**config.mk**
```make
export PLATFORM = sky130hd
export DESIGN_NAME = slot_idx_encoder
export DESIGN_NICKNAME = d
export VERILOG_FILES = /design/src/rtl/slot_idx_encoder.sv
export SDC_FILE = /design/constraint.sdc
export NUM_CORES = 1
export LEC_CHECK = 0
export BUFFER_PORTS_ARGS = -buffer_cell sky130_fd_sc_hd__buf_2
export CAP_MARGIN = 20
export CORE_AREA = 2 2 39 41
export DETAILED_ROUTE_END_ITERATION = 8
export DIE_AREA = 0 0 41 43
export PLACE_DENSITY = 0.71
export SYNTH_ARGS = -nofsm -noshare
export SYNTH_HDL_FRONTEND = slang
export SYNTH_SLANG_ARGS = --single-unit
export TNS_END_PERCENT = 30
```
**constraint.sdc**
```tcl
create_clock -name clk_i -period 0.81 [get_ports clk_i]
set_input_delay 0.081 -clock clk_i [delete_from_list [all_inputs] [get_ports clk_i]]
set_output_delay 0.081 -clock clk_i [all_outputs]
set_load 0.005 [all_outputs]
```
**src/rtl/slot_idx_encoder.sv**
```systemverilog
// Registered slot index encoder: first-free search (lzc) plus one-hot match encode.
// Define SLOT_IDX_ONEHOT_CHECK_EN to enable the multi-hot match error output.

module slot_idx_lzc #(
  parameter int WIDTH = 8,
  parameter int MODE  = 0,
  localparam int IdxW = (WIDTH == 1) ? 1 : $clog2(WIDTH)
) (
  input  logic [WIDTH-1:0] in,
  output logic [IdxW-1:0]  cnt,
  output logic             empty
);

  logic found_s;

  // Zero count from the LSB (MODE 0) or from the MSB (MODE 1).
  always_comb begin
    cnt     = '0;
    found_s = 1'b0;
    for (int i = 0; i < WIDTH; i++) begin
      cnt     = (!found_s && in[(MODE == 1) ? (WIDTH - 1 - i) : i]) ? i[IdxW-1:0] : cnt;
      found_s = found_s | in[(MODE == 1) ? (WIDTH - 1 - i) : i];
    end
    empty = !found_s;
  end

endmodule

module slot_idx_onehot_to_bin #(
  parameter int WIDTH = 8,
  localparam int IdxW = (WIDTH == 1) ? 1 : $clog2(WIDTH)
) (
  input  logic [WIDTH-1:0] onehot,
  output logic [IdxW-1:0]  bin
);

  // OR of the indices of every set bit; no priority resolution.
  always_comb begin
    bin = '0;
    for (int i = 0; i < WIDTH; i++) begin
      bin = onehot[i] ? (bin | i[IdxW-1:0]) : bin;
    end
  end

endmodule

module slot_idx_onehot_chk #(
  parameter int WIDTH = 8
) (
  input logic             clk,
  input logic             en,
  input logic [WIDTH-1:0] match
);

  // Report every enabled capture of a multi-hot match vector.
  always @(posedge clk) begin
    if (en && ((match & (match - WIDTH'(1))) != '0)) begin
      $error("slot_idx_encoder: multi-hot match vector %b", match);
    end else begin
    end
  end

endmodule

module slot_idx_encoder #(
  parameter int WIDTH = 8,
  parameter int MODE  = 0,
  localparam int IdxW = (WIDTH == 1) ? 1 : $clog2(WIDTH)
) (
  input  logic             clk_i,
  input  logic             rst_ni,
  input  logic             en_i,
  input  logic [WIDTH-1:0] free_i,
  input  logic [WIDTH-1:0] match_i,
  output logic [IdxW-1:0]  free_idx_o,
  output logic             free_empty_o,
  output logic [IdxW-1:0]  match_idx_o,
  output logic             match_valid_o,
  output logic             match_err_o
);

  logic [IdxW-1:0] free_cnt_s;
  logic            free_empty_s;
  logic [IdxW-1:0] free_idx_s;
  logic [IdxW-1:0] match_idx_s;
  logic            match_valid_s;
  logic            match_err_s;

  logic [IdxW-1:0] free_idx_r;
  logic            free_empty_r;
  logic [IdxW-1:0] match_idx_r;
  logic            match_valid_r;
  logic            match_err_r;

  slot_idx_lzc #(.WIDTH(WIDTH), .MODE(MODE)) u_lzc (
    .in    (free_i),
    .cnt   (free_cnt_s),
    .empty (free_empty_s)
  );

  slot_idx_onehot_to_bin #(.WIDTH(WIDTH)) u_oh2bin (
    .onehot (match_i),
    .bin    (match_idx_s)
  );

`ifdef SLOT_IDX_ONEHOT_CHECK_EN
  function automatic logic multi_hot(input logic [WIDTH-1:0] v);
    return (v & (v - WIDTH'(1))) != '0;
  endfunction

`ifndef SYNTHESIS
  slot_idx_onehot_chk #(.WIDTH(WIDTH)) u_chk (
    .clk   (clk_i),
    .en    (en_i),
    .match (match_i)
  );
`endif
`endif

  // Next-state values; a leading-zero count becomes an index from the MSB.
  always_comb begin
    free_idx_s    = '0;
    match_valid_s = |match_i;
`ifdef SLOT_IDX_ONEHOT_CHECK_EN
    match_err_s   = multi_hot(match_i);
`else
    match_err_s   = 1'b0;
`endif
    if (free_empty_s) begin
      free_idx_s = '0;
    end else if (MODE == 1) begin
      free_idx_s = IdxW'(WIDTH - 1) - free_cnt_s;
    end else begin
      free_idx_s = free_cnt_s;
    end
  end

  // Output registers, all captured together on enabled edges.
  always_ff @(posedge clk_i or negedge rst_ni) begin
    if (!rst_ni) begin
      free_idx_r    <= '0;
      free_empty_r  <= 1'b1;
      match_idx_r   <= '0;
      match_valid_r <= 1'b0;
      match_err_r   <= 1'b0;
    end else if (en_i) begin
      free_idx_r    <= free_idx_s;
      free_empty_r  <= free_empty_s;
      match_idx_r   <= match_idx_s;
      match_valid_r <= match_valid_s;
      match_err_r   <= match_err_s;
    end else begin
      free_idx_r    <= free_idx_r;
      free_empty_r  <= free_empty_r;
      match_idx_r   <= match_idx_r;
      match_valid_r <= match_valid_r;
      match_err_r   <= match_err_r;
    end
  end

  assign free_idx_o    = free_idx_r;
  assign free_empty_o  = free_empty_r;
  assign match_idx_o   = match_idx_r;
  assign match_valid_o = match_valid_r;
  assign match_err_o   = match_err_r;

endmodule

```
=== Yosys cells after proc, flatten, opt, wreduce, memory -nomap -nowiden ===
Index checks and enable logic that the tools add are counted.

* Register bits after elaboration: 8
* Logic and storage cells: 42

* Muxes and demuxes: 15
* Bitwise logic cells: 7
* Reductions and logical operators: 16

{| class="wikitable"
|+ Operator list
! cell !! number
|-
| 3-bit 2-to-1 mux || 11
|-
| 1-bit zero test || 8
|-
| 8-bit OR reduction || 1
|-
| 1-bit logical AND || 7
|-
| 1-bit bitwise OR || 7
|-
| 2-bit 2-to-1 mux || 2
|-
| 1-bit 2-to-1 mux || 2
|}

=== Depth between registers and ports, before layout ===
Gate-level depths: netlist of run 1.

* Depth after elaboration: 10
* Mapped depth: 4
* Mapped depth without buffers: 3

=== By module ===
Synthesis of run 1 repeated with hierarchy kept, for this count alone.

* Cell total of the unflattened synthesis: 47
* Area, all modules: 464.2 µm²

{| class="wikitable"
|+ By module, submodules not included
! module !! times used !! cells an instance !! area an instance (µm²)
|-
| slot_idx_encoder || 1 || 29 || 352.8
|-
| slot_idx_lzc || 1 || 15 || 88.8
|-
| slot_idx_onehot_to_bin || 1 || 3 || 22.5
|}

=== Worst setup path before layout of run 1 ===
No wires, ideal clock.

* Kind: in2reg
* From: input port free_i[6]
* To: register free_idx_r[2], in the netlist free_idx_o[2]
* Library setup time: 123 ps
* Arrival time: 719 ps
* Required time: 687 ps
* Setup slack: -32 ps
* Stages: 3
* Path buffers: 0
* Path through: or4_1 -> nand3_1 -> o21ai_1

* Longest elaborated chain between the ends: 5
* Elaborated cells on any way between the ends: 8
* Classes of those cells: mux (3); bitwise (2); reduce/logical (3)

{| class="wikitable"
|+ RTL lines
! what !! line !! source
|-
| start: declaration || 73 || <nowiki>input logic [WIDTH-1:0] free_i,</nowiki>
|-
| 1-bit bitwise OR || 22 || <nowiki>found_s = found_s | in[(MODE == 1) ? (WIDTH - 1 - i) : i];</nowiki>
|-
| 1-bit zero test || 21 || <nowiki>cnt = (!found_s && in[(MODE == 1) ? (WIDTH - 1 - i) : i]) ? i[IdxW-1:0] : cnt;</nowiki>
|-
| 1-bit logical AND || 21 ||
|-
| 3-bit 2-to-1 mux || 21 ||
|-
| 3-bit 2-to-1 mux * || 129 || <nowiki>if (free_empty_s) begin</nowiki>
|-
| end signal: assignment || 147 || <nowiki>free_idx_r <= free_idx_s;</nowiki>
|-
| end signal: assignment || 153 || <nowiki>free_idx_r <= free_idx_r;</nowiki>
|-
| end: declaration || 89 || <nowiki>logic [IdxW-1:0] free_idx_r;</nowiki>
|}

Every way passes the cells marked *; elsewhere a longest branch is shown, timed or not.
A chain may end at the register's enable or synchronous reset.

=== Worst setup path after layout of run 1 ===
* From: register free_empty_r, in the netlist free_empty_o
* To: output port free_empty_o

{| class="wikitable"
|+ RTL lines
! what !! line !! source
|-
| start: declaration || 90 || <nowiki>logic free_empty_r;</nowiki>
|-
| start signal: assignment || 148 || <nowiki>free_empty_r <= free_empty_s;</nowiki>
|-
| start signal: assignment || 154 || <nowiki>free_empty_r <= free_empty_r;</nowiki>
|-
| end: declaration || 76 || <nowiki>output logic free_empty_o,</nowiki>
|}

No word-level cell between the ends.

==> results of run 1 <==
[routing by layer]
metal	global-route usage (%)	vias up	wire length [um]
li1	-	235	-
met1	12.5	193	367
met2	18.4	23	441
met3	3.14	2	122
met4	8.00	0	6
met5	0	-	0
[cells in the final DEF, fill, tap and decap left out, drive strengths merged]
master,synthesis,layout
dfrtp,7,7
nand2b,1,1
o22ai,1,1
o31a,1,1
o21ai,2,2
dlygate4sd3,0,1
a21oi,3,3
nand2,1,1
dfstp,1,1
nand4b,1,1
clkbuf,0,4
conb,1,1
nand3,2,2
nor2,9,9
nor3,1,1
a31oi,2,2
inv,4,4
a221o,1,1
buf,3,32
nor4,5,5
or4,1,1
[stage by stage]
stage          setup slack [ps]  utilization [%]  power [mW]
2_1_floorplan             -17.5                -       0.487
3_5_place_dp               -169             42.1       0.589
4_1_cts                    -154             45.3       0.924
3_3_place_gp               -155             42.1       0.586
5_1_grt                    -181             45.3       0.968
6_report                   -137             45.3       0.902
[power groups by stage]
stage,registers [mW],logic (mW),clock network (mW)
floorplan,0.434,0.0529,0
global placement,0.431,0.154,0
detailed placement,0.432,0.157,0
CTS,0.425,0.164,0.335
global route,0.427,0.181,0.361
finish,0.425,0.160,0.317
[worst max path at each step]
stage | end | slack [ps] | depth (start not counted)
finish | free_empty_o | -140 | 1
global route | free_empty_o | -180 | 1
CTS | free_empty_o | -150 | 1
detailed placement | free_idx_o[2] | -170 | 4
global placement | free_idx_o[2] | -160 | 4
floorplan | free_idx_o[2] | -20 | 3
[kinds of logic (layout without fill, tap and decap cells)]
logic type,Yosys count,after routing
DFF,8,8
other,1,1
and+or+nand+nor,21,21
AOI/OAI and AO/OA,10,10
buffers and inverters,7,41
[sequential cells by signal (all words and copies together) (netlist names)]
name           flops
match_idx_o        3
free_idx_o         3
free_empty_o       1
match_valid_o      1
[layout make-up]
| type | count | share of cell area [%] |
|---|---|---|
| Timing Repair Buffer | 33 | 29.5 |
| Multi-Input combinational cell | 32 | 28.5 |
| Clock buffer | 4 | 4.19 |
| Sequential cell | 8 | 32.1 |
| Inverter | 4 | 2.40 |
| Tap cell | 16 | 3.19 |
[what timing repair did]
item,4_1_cts,5_1_grt
hold buffers,1,0
endpoints found under the hold margin,8,0
setup buffers,1,0
endpoints found under the setup margin,8,8
pin swaps,0,0
==> out/metrics.csv, run 1 <==
stage;metric;value;unit
run_status;outcome;finished with violations;
run_status;violations;negative setup slack;
logic_synthesis;synth_top_family_by_area;simple AND/OR/NAND/NOR gates;
place;place_hpwl;817;um
logic_synthesis;syn_area;413;um^2
global_routing;grt-ovfl-total;0;
logic_synthesis;yosys.cell_count.top_type;nor2_1;
timing;grt_setup_unrepaired;true;
cts;clock_latency;240;ps
timing;fmax;1060;MHz
logic_synthesis;synthTopCellsByCount;9 x nor2_1, 7 x dfrtp_1, 4 x inv_1, 4 x nor4_1, 3 x a21oi_1;
cts;cts_tree;built;
logic_synthesis;synth_compound_area_share;15.2;%
route;drtAntennaViolNets;0;
die;core-area;0.00138;mm^2
die;initial_core_util;29.8;%
die;dieHeight;43;um
layout;num_antenna_cells;0;
power_and_ir_drop;p_comb_share;17.8;%
hold_path;holdPathEnd;free_empty_o;
timing;holdWs;127;ps
route;wl_per_cell;9.66;um
power_and_ir_drop;p_leak;0.287;nW
logic_synthesis;syn_avg_cell_area;8.79;um^2
power_and_ir_drop;vdd_drop_max;0.565;mV
logic_synthesis;synth_area_leaders;dfrtp_1 42%, nor2_1 8.2%, dfstp_2 6.4%;
power_and_ir_drop;pwr-share-seq;47.1;%
global_routing;grt_pass1_vias;385;
timing;slew_violations;0;
die;die-area;0.00176;mm^2
global_routing;antenna_found_initial;0;
worst_setup_path;cp_data_arrival_time;870;ps
layout;stdcell_area;627;um^2
die;rows;14;
global_routing;grt_max_degree;17;
power_and_ir_drop;swShare;23.5;%
logic_synthesis;synthAdderAreaFrac;0;%
logic_synthesis;synth_flop_cell;dfrtp_1;
route;viasPerCell;4.67;
worst_setup_path;critPathKind;flop to primary output;
logic_synthesis;syn_nets;66;
logic_synthesis;ys_ff_latch;8;
logic_synthesis;yosysSeqAreaShare;48.8;%
logic_synthesis;netlist_instances;47;
route;drc;0;
worst_setup_path;worstPathCellList;buf_2;
cts;path_clk_slew;50;ps
cts;clock-sinks;8;
worst_setup_path;regToRegSetupSlack;80;ps
place;globalplace.congestion;0.697;
route;vias;453;
logic_synthesis;ys_warn_count;0;
layout;instances_no_fill;97;
power_and_ir_drop;p_per_area;1440;mW/mm^2
worst_setup_path;path_delay_family;flip-flops;
power_and_ir_drop;p_clk_share;35.1;%
layout;ff_latch_area;201;um^2
timing;skew;0;ps
logic_synthesis;synthMuxAreaShare;0;%
cts;cts_root_buffer;clkbuf_4;
layout;layout-drive-gt1-share;45.7;%
cts;cts_buffer_depth;2;
worst_setup_path;r2r_end;free_empty_o;
worst_setup_path;crit_path_end_kind;primary output;
logic_synthesis;synth_top_area_cell;dfrtp_1;
cts;cts_buffers;3;
timing;finalCritPeriodShare;117;%
logic_synthesis;synth-edff-count;0;
layout;nets;101;
timing;hold_violations;0;
die;ios;28;
worst_setup_path;crit_required;730;ps
worst_setup_path;slowest_delay;520;ps
layout;nFillCells;141;
logic_synthesis;async_flop_share;100;%
route;drtIter0Drc;2;
timing;layout_min_cycle_time;947;ps
place;dp_cells;91;
place;place_area;583;um^2
worst_setup_path;reg2reg_depth;2;
power_and_ir_drop;p_int;0.690;mW
hold_path;min_path_type;input port to flop;
global_routing;grt_use_total;11.6;%
global_routing;grt_pass1_wl;1.37;mm
worst_setup_path;critPathMaxFanout;2;
power_and_ir_drop;p_sw;0.212;mW
hold_path;min_from;free_i[7];
logic_synthesis;synth-xor-area-share;0;%
worst_setup_path;startpoint;free_empty_o;
worst_setup_path;crit_buf_inv;1;
worst_setup_path;crit_slowest_cell;dfstp_2;
place;port_buffers;26;
timing;setup_slack;-137;ps
logic_synthesis;yosysTopAreaCellShare;42.4;%
logic_synthesis;synth.distinct_cells;21;
timing;setup_viol;8;
worst_setup_path;worstReg2RegStart;free_empty_o;
cts;htree_levels;1;
route;drt_wl_total;937;um
layout;multi_input_area;179;um^2
cts;post_cts_resized;0;
timing;setup_tns;-247;ps
route;firstDrtPassIters;2;
die;die_w;41;um
job;cap_violations;0;
logic_synthesis;yosys.area_share.simple;27.3;%
hold_path;holdPathStages;3;
layout;area_growth;51.8;%
worst_setup_path;startpoint_type;flop;
Note: power is estimated with default switching activity, not from simulation.
==> run 2: changes to the inputs <==
PLACE_DENSITY = default   (was 0.71)
SETUP_SLACK_MARGIN = 0.15   (was default)
==> out/metrics.csv, run 2 (synthesis results as in run 1) <==
stage;metric;value;unit;change
run_status;outcome;finished with violations;;
run_status;violations;negative setup slack;;
place;dp_slack;-185;ps;-16.1 ps
cts;cts_buffer_depth;2;;unchanged
layout;instances_no_fill;99;;+2.1%
route;viasPerCell;4.63;;-0.94%
global_routing;grt_max_degree;17;;unchanged
cts;cts_buffers;3;;unchanged
worst_setup_path;critPathMaxFanout;2;;unchanged
route;dr_wl_met3;115;um;-5.7%
die;core-area;0.00138;mm^2;unchanged
layout;utilization;47.3;%;+2.0 points
global_routing;grt_use_total;12.8;%;+1.2 points
cts;clock_latency;240;ps;about the same
route;drc;0;;unchanged
worst_setup_path;slowest_delay;520;ps;about the same
cts;cts_tree;built;;
cts;clock-sinks;8;;unchanged
worst_setup_path;worstPathCellList;buf_2;;
layout;stdcell_area;654;um^2;+4.4%
route;drtIter0Drc;2;;unchanged
place;dp_cells;91;;unchanged
route;drt_wl_total;971;um;+3.6%
cts;htree_levels;1;;unchanged
global_routing;grt_pass1_vias;419;;+8.8%
power_and_ir_drop;vdd_drop_max;0.528;mV;-6.5%
route;firstDrtPassIters;3;;+1
place;port_buffers;26;;unchanged
layout;num_antenna_cells;0;;unchanged
die;die-area;0.00176;mm^2;unchanged
hold_path;min_from;free_i[4];;
die;initial_core_util;29.8;%;unchanged
route;highest_layer;met3;;
die;die_w;41;um;unchanged
power_and_ir_drop;power;0.915;mW;+1.4%
timing;slew_violations;0;;unchanged
timing;skew;0;ps;unchanged
worst_setup_path;startpoint_type;flop;;
timing;grt_setup_unrepaired;true;;
route;vias;458;;+1.1%
timing;finalCritPeriodShare;116;%;-0.92 points
worst_setup_path;cp_data_arrival_time;860;ps;about the same
worst_setup_path;path_delay_family;flip-flops;;
timing;setup_viol;7;;-1
route;drt-met1-wl;385;um;+4.9%
layout;area_growth;58.5;%;
place;globalplace.congestion;0.694;;-0.34%
die;ios;28;;unchanged
die;rows;14;;unchanged
power_and_ir_drop;p_leak;0.302;nW;+5.2%
die;dieHeight;43;um;unchanged
worst_setup_path;crit_slowest_cell;dfstp_2;;
cts;path_clk_slew;50;ps;about the same
layout;nFillCells;149;;+5.7%
global_routing;antenna_found_initial;0;;unchanged
cts;cts_root_buffer;clkbuf_4;;
route;drtAntennaViolNets;0;;unchanged
hold_path;min_path_type;input port to flop;;
place;place_area;583;um^2;unchanged
power_and_ir_drop;p_per_area;1400;mW/mm^2;-2.8%
global_routing;grt-ovfl-total;0;;unchanged
layout;final_cell_mix;24 x buf_2, 9 x nor2_1, 8 x buf_4;;
worst_setup_path;critPathKind;flop to primary output;;
worst_setup_path;startpoint;free_empty_o;;
job;cap_violations;0;;unchanged
worst_setup_path;crit_required;730;ps;about the same
layout;layout-drive-gt1-share;49.4;%;+3.7 points
route;met2_length;470;um;+6.6%
worst_setup_path;worstReg2RegStart;free_idx_o[0];;
timing;setup_tns;-221;ps;+25.8 ps
layout;multi_input_area;179;um^2;unchanged
layout;ff_latch_area;201;um^2;unchanged
worst_setup_path;crit_path_end_kind;primary output;;
timing;setup_slack;-130;ps;+7.46 ps
layout;nets;103;;+2.0%
timing;layout_min_cycle_time;940;ps;-7.46 ps
layout;mostFrequentLayoutCell;buf_2;;
global_routing;grt_pass1_wl;1.51;mm;+10%
timing;holdWs;114;ps;-13.6 ps
route;wl_per_cell;9.81;um;+1.5%
timing;fmax;1060;MHz;+0.79%
worst_setup_path;crit_buf_inv;1;;unchanged
timing;hold_violations;0;;unchanged
run 2: cell type report:
class | instances | share of cell area, %
inverters | 4 | 2.29
well taps | 16 | 3.06
clock buffers | 4 | 4.02
multi-input cells | 32 | 27.3
flip-flops and latches | 8 | 30.8
repair buffers | 35 | 32.5
run 2: worst paths after layout:
| check | to | slack, ps | depth (start not counted) |
|---|---|---|---|
| min reg2reg | free_empty_o | 460 | 2 |
| max in group asynchronous | free_empty_o | 360 | 2 |
| max reg2reg | free_idx_o[0] | 50 | 3 |
| min in group asynchronous | free_idx_o[1] | 200 | 2 |
| max | free_empty_o | -130 | 1 |
| min | free_empty_o | 110 | 4 |
run 2: routing by layer:
metal,GRT usage (%),up-vias
met1,13.7,197
met5,0,-
li1,-,238
met2,21.9,23
met3,4.71,0
met4,4.00,0
run 2: where the power goes:
part	switching [mW]	internal [mW]	total, mW
Combinational	0.0798	0.102	0.181
Sequential	0.00865	0.417	0.426
Clock	0.120	0.187	0.308
run 2: worst min-delay path, delay by kind of cell:
kind	cells	cell delay [ps]
AO/OA/AOI/OAI	1	60
buffers and inverters	1	80
AND/OR/NAND/NOR	2	140
run 2: what timing repair did:
item | CTS | global route
pin swaps | 1 | 1
hold endpoints to repair | 8 | 0
resized for setup | 2 | 2
hold buffers | 1 | 0
setup buffers | 1 | 2
setup endpoints to repair | 11 | 15
==> run 3: changes to the inputs <==
--- a/config.mk
+++ b/config.mk
@@ -6,9 +6,10 @@
 export NUM_CORES = 1
 export LEC_CHECK = 0
+export ABC_AREA = 1
 export BUFFER_PORTS_ARGS = -buffer_cell sky130_fd_sc_hd__buf_2
 export CAP_MARGIN = 20
-export CORE_AREA = 2 2 39 41
+export CORE_AREA = 4 4 41 43
 export DETAILED_ROUTE_END_ITERATION = 8
-export DIE_AREA = 0 0 41 43
+export DIE_AREA = 0 0 45 47
 export SETUP_SLACK_MARGIN = 0.15
 export SYNTH_ARGS = -nofsm -noshare
==> constraint.sdc (replaced) <==
create_clock -name clk_i -period 0.81 [get_ports clk_i]
set_input_delay 0.081 -clock clk_i [delete_from_list [all_inputs] [get_ports clk_i]]
set_output_delay 0.081 -clock clk_i [all_outputs]
set_load 0.02 [all_outputs]
==> out/metrics.csv, run 3 <==
stage;metric;value;unit;change
run_status;outcome;finished with violations;;
run_status;violations;negative setup slack;;
worst_setup_path;crit_required;730;ps;about the same
die;core-area;0.00130;mm^2;-6.0%
power_and_ir_drop;power;0.991;mW;+8.3%
timing;hold_violations;0;;unchanged
timing;holdWs;115;ps;+0.766 ps
worst_setup_path;worstPathCellList;buf_6;;
worst_setup_path;worstReg2RegStart;free_idx_o[0];;
worst_setup_path;crit_buf_inv;1;;unchanged
die;initial_core_util;33.9;%;+4.1 points
layout;mostFrequentLayoutCell;buf_2;;
logic_synthesis;synth_top_area_cell;dfrtp_1;;
layout;stdcell_area;671;um^2;+2.5%
place;place_hpwl;874;um;
global_routing;grt_max_degree;10;;-7
global_routing;grt_pass1_wl;1.57;mm;+3.6%
global_routing;grt_pass1_vias;391;;-6.7%
worst_setup_path;cp_data_arrival_time;900;ps;+40 ps
worst_setup_path;cp.depth;1;;unchanged
route;drc;0;;unchanged
worst_setup_path;path_delay_family;flip-flops;;
layout;num_antenna_cells;0;;unchanged
worst_setup_path;startpoint;free_empty_o;;
worst_setup_path;critPathKind;flop to primary output;;
timing;setup_slack;-167;ps;-37.1 ps
cts;cts_root_buffer;clkbuf_4;;
layout;final_cell_mix;22 x buf_2, 13 x nand2_1, 9 x nor2_1;;
logic_synthesis;syn_avg_cell_area;7.62;um^2;-13%
route;drtAntennaViolNets;0;;unchanged
worst_setup_path;regToRegSetupSlack;70;ps;+20 ps
layout;layout-drive-gt1-share;44.4;%;-5.0 points
cts;path_clk_slew;60;ps;about the same
worst_setup_path;crit_end;free_empty_o;;
cts;cts_tree;built;;
logic_synthesis;synth_flop_cell;dfrtp_1;;
logic_synthesis;yosys.cell_count.top_type;nand2_1;;
worst_setup_path;r2r_end;free_idx_o[0];;
cts;cts_buffers;3;;unchanged
route;drt_wl_total;1.07;mm;+10%
logic_synthesis;netlist_instances;58;;+23%
logic_synthesis;yosysSeqAreaShare;45.6;%;-3.2 points
route;wl_per_cell;10.2;um;+4.1%
global_routing;globalRouteMet2Util;17.5;%;-4.4 points
logic_synthesis;syn_area;442;um^2;+7.0%
global_routing;met3_usage;3.45;%;-1.3 points
place;dp_cells;98;;+7.7%
place;dp_slack;-60.1;ps;+125 ps
logic_synthesis;ys_warn_count;0;;unchanged
logic_synthesis;async_flop_share;100;%;unchanged
die;die-area;0.00212;mm^2;+20%
place;place_area;587;um^2;+0.64%
timing;slew_violations;0;;unchanged
cts;clock_latency;240;ps;about the same
logic_synthesis;synth_area_leaders;dfrtp_1 40%, nand2_1 11%, nor2_1 8.5%;;
job;cap_violations;0;;unchanged
timing;layout_min_cycle_time;977;ps;+37.1 ps
cts;cts_buffer_depth;2;;unchanged
logic_synthesis;synth-edff-count;0;;unchanged
worst_setup_path;crit_slowest_cell;dfstp_2;;
logic_synthesis;syn_nets;77;;+17%
worst_setup_path;slowest_delay;540;ps;+20 ps
cts;htree_levels;1;;unchanged
global_routing;antenna_found_initial;0;;unchanged
global_routing;top_usage_layer;met2;;
place;port_buffers;26;;unchanged
route;viasPerCell;4.58;;-0.98%
route;vias;481;;+5.0%
timing;setup_tns;-475;ps;-254 ps
route;firstDrtPassIters;3;;unchanged
logic_synthesis;synthTopCellsByCount;13 x nand2_1, 10 x nor2_1, 7 x dfrtp_1, 5 x inv_1, 3 x nand4_1;;
hold_path;min_path_type;input port to flop;;
logic_synthesis;yosysTopAreaCellShare;39.7;%;-2.8 points
timing;fmax;1020;MHz;-3.8%
layout;instances_no_fill;105;;+6.1%
layout;utilization;51.5;%;+4.3 points
power_and_ir_drop;vdd_drop_max;0.572;mV;+8.3%
timing;setup_viol;8;;+1
worst_setup_path;startpoint_type;flop;;
timing;finalCritPeriodShare;121;%;+4.6 points
power_and_ir_drop;p_leak;0.343;nW;+14%
die;rows;13;;-1
die;dieHeight;47;um;+9.3%
timing;grt_setup_unrepaired;true;;
worst_setup_path;crit_path_end_kind;primary output;;
timing;skew;0;ps;unchanged
worst_setup_path;critPathMaxFanout;2;;unchanged
layout;area_growth;51.8;%;
power_and_ir_drop;p_per_area;1480;mW/mm^2;+5.6%
layout;nets;110;;+6.8%
worst_setup_path;reg2reg_depth;3;;unchanged
route;drtIter0Drc;2;;unchanged
logic_synthesis;synth.distinct_cells;23;;+9.5%
cts;clock-sinks;8;;unchanged
global_routing;grt_use_total;10.6;%;-2.2 points
global_routing;grt-ovfl-total;0;;unchanged
place;globalplace.congestion;0.728;;+4.8%
logic_synthesis;ys_ff_latch;8;;unchanged
die;die_w;45;um;+9.8%
die;ios;28;;unchanged
global_routing;use_met1;11.6;%;-2.1 points
-- run 3: changes by cell type in the layout (fill, tap and decap cells not counted), moves of 2 or more --
cell     before  now
nor2_4        0    2
inv_1         2    5
nand2_1       1   13
buf_2        24   22
nor4_1        4    1
buf_4         8    3
buf_6         2    4
nand4_1       0    3
nor2_2        0    2
-- run 3: worst min path at each step --
stage,end,start,slack [ps],cells past startpoint
floorplan,free_idx_o[0],rst_ni,-210,0
global placement,match_idx_o[0],rst_ni,-70,1
detailed placement,match_idx_o[2],rst_ni,-70,1
CTS,free_idx_o[0],free_i[7],110,3
global route,free_idx_o[0],free_i[7],120,3
finish,free_idx_o[0],free_i[7],110,3
-- run 3: power breakdown --
| part | switching [mW] | internal, mW |
|---|---|---|
| combinational | 0.130 | 0.103 |
| sequential | 0.0127 | 0.425 |
| clock | 0.132 | 0.188 |
-- run 3: final cells by class --
cell class | count | area (um^2)
sequential | 8 | 203
inverter | 6 | 22.5
multi-input combinational | 42 | 213
timing repair buffer | 30 | 188
clock buffer | 4 | 26.3
fill | 147 | 631
tap | 15 | 18.8
-- run 3: metal layers --
metal | vias up | part of all wire (%)
met4 | 0 | 1.3
met5 | - | 0
met1 | 203 | 43
met2 | 21 | 43
li1 | 255 | -
met3 | 2 | 13
-- run 3: repair_timing --
| item | CTS | global route |
|---|---|---|
| cloned | 0 | 0 |
| endpoints found under the hold margin | 8 | 0 |
| endpoints found under the setup margin | 9 | 11 |
| gates resized for setup | 4 | 6 |
| hold buffers | 1 | 0 |
| pin swaps | 0 | 1 |
| buffers inserted | 0 | 2 |
-- run 3: kinds of logic after synthesis --
| logic type | Yosys count | synth area share (%) |
|---|---|---|
| buffers and inverters | 8 | 7.93 |
| AOI/OAI and AO/OA | 8 | 11.3 |
| and+or+nand+nor | 33 | 34.3 |
| DFF | 8 | 45.6 |
| other | 1 | 0.849 |
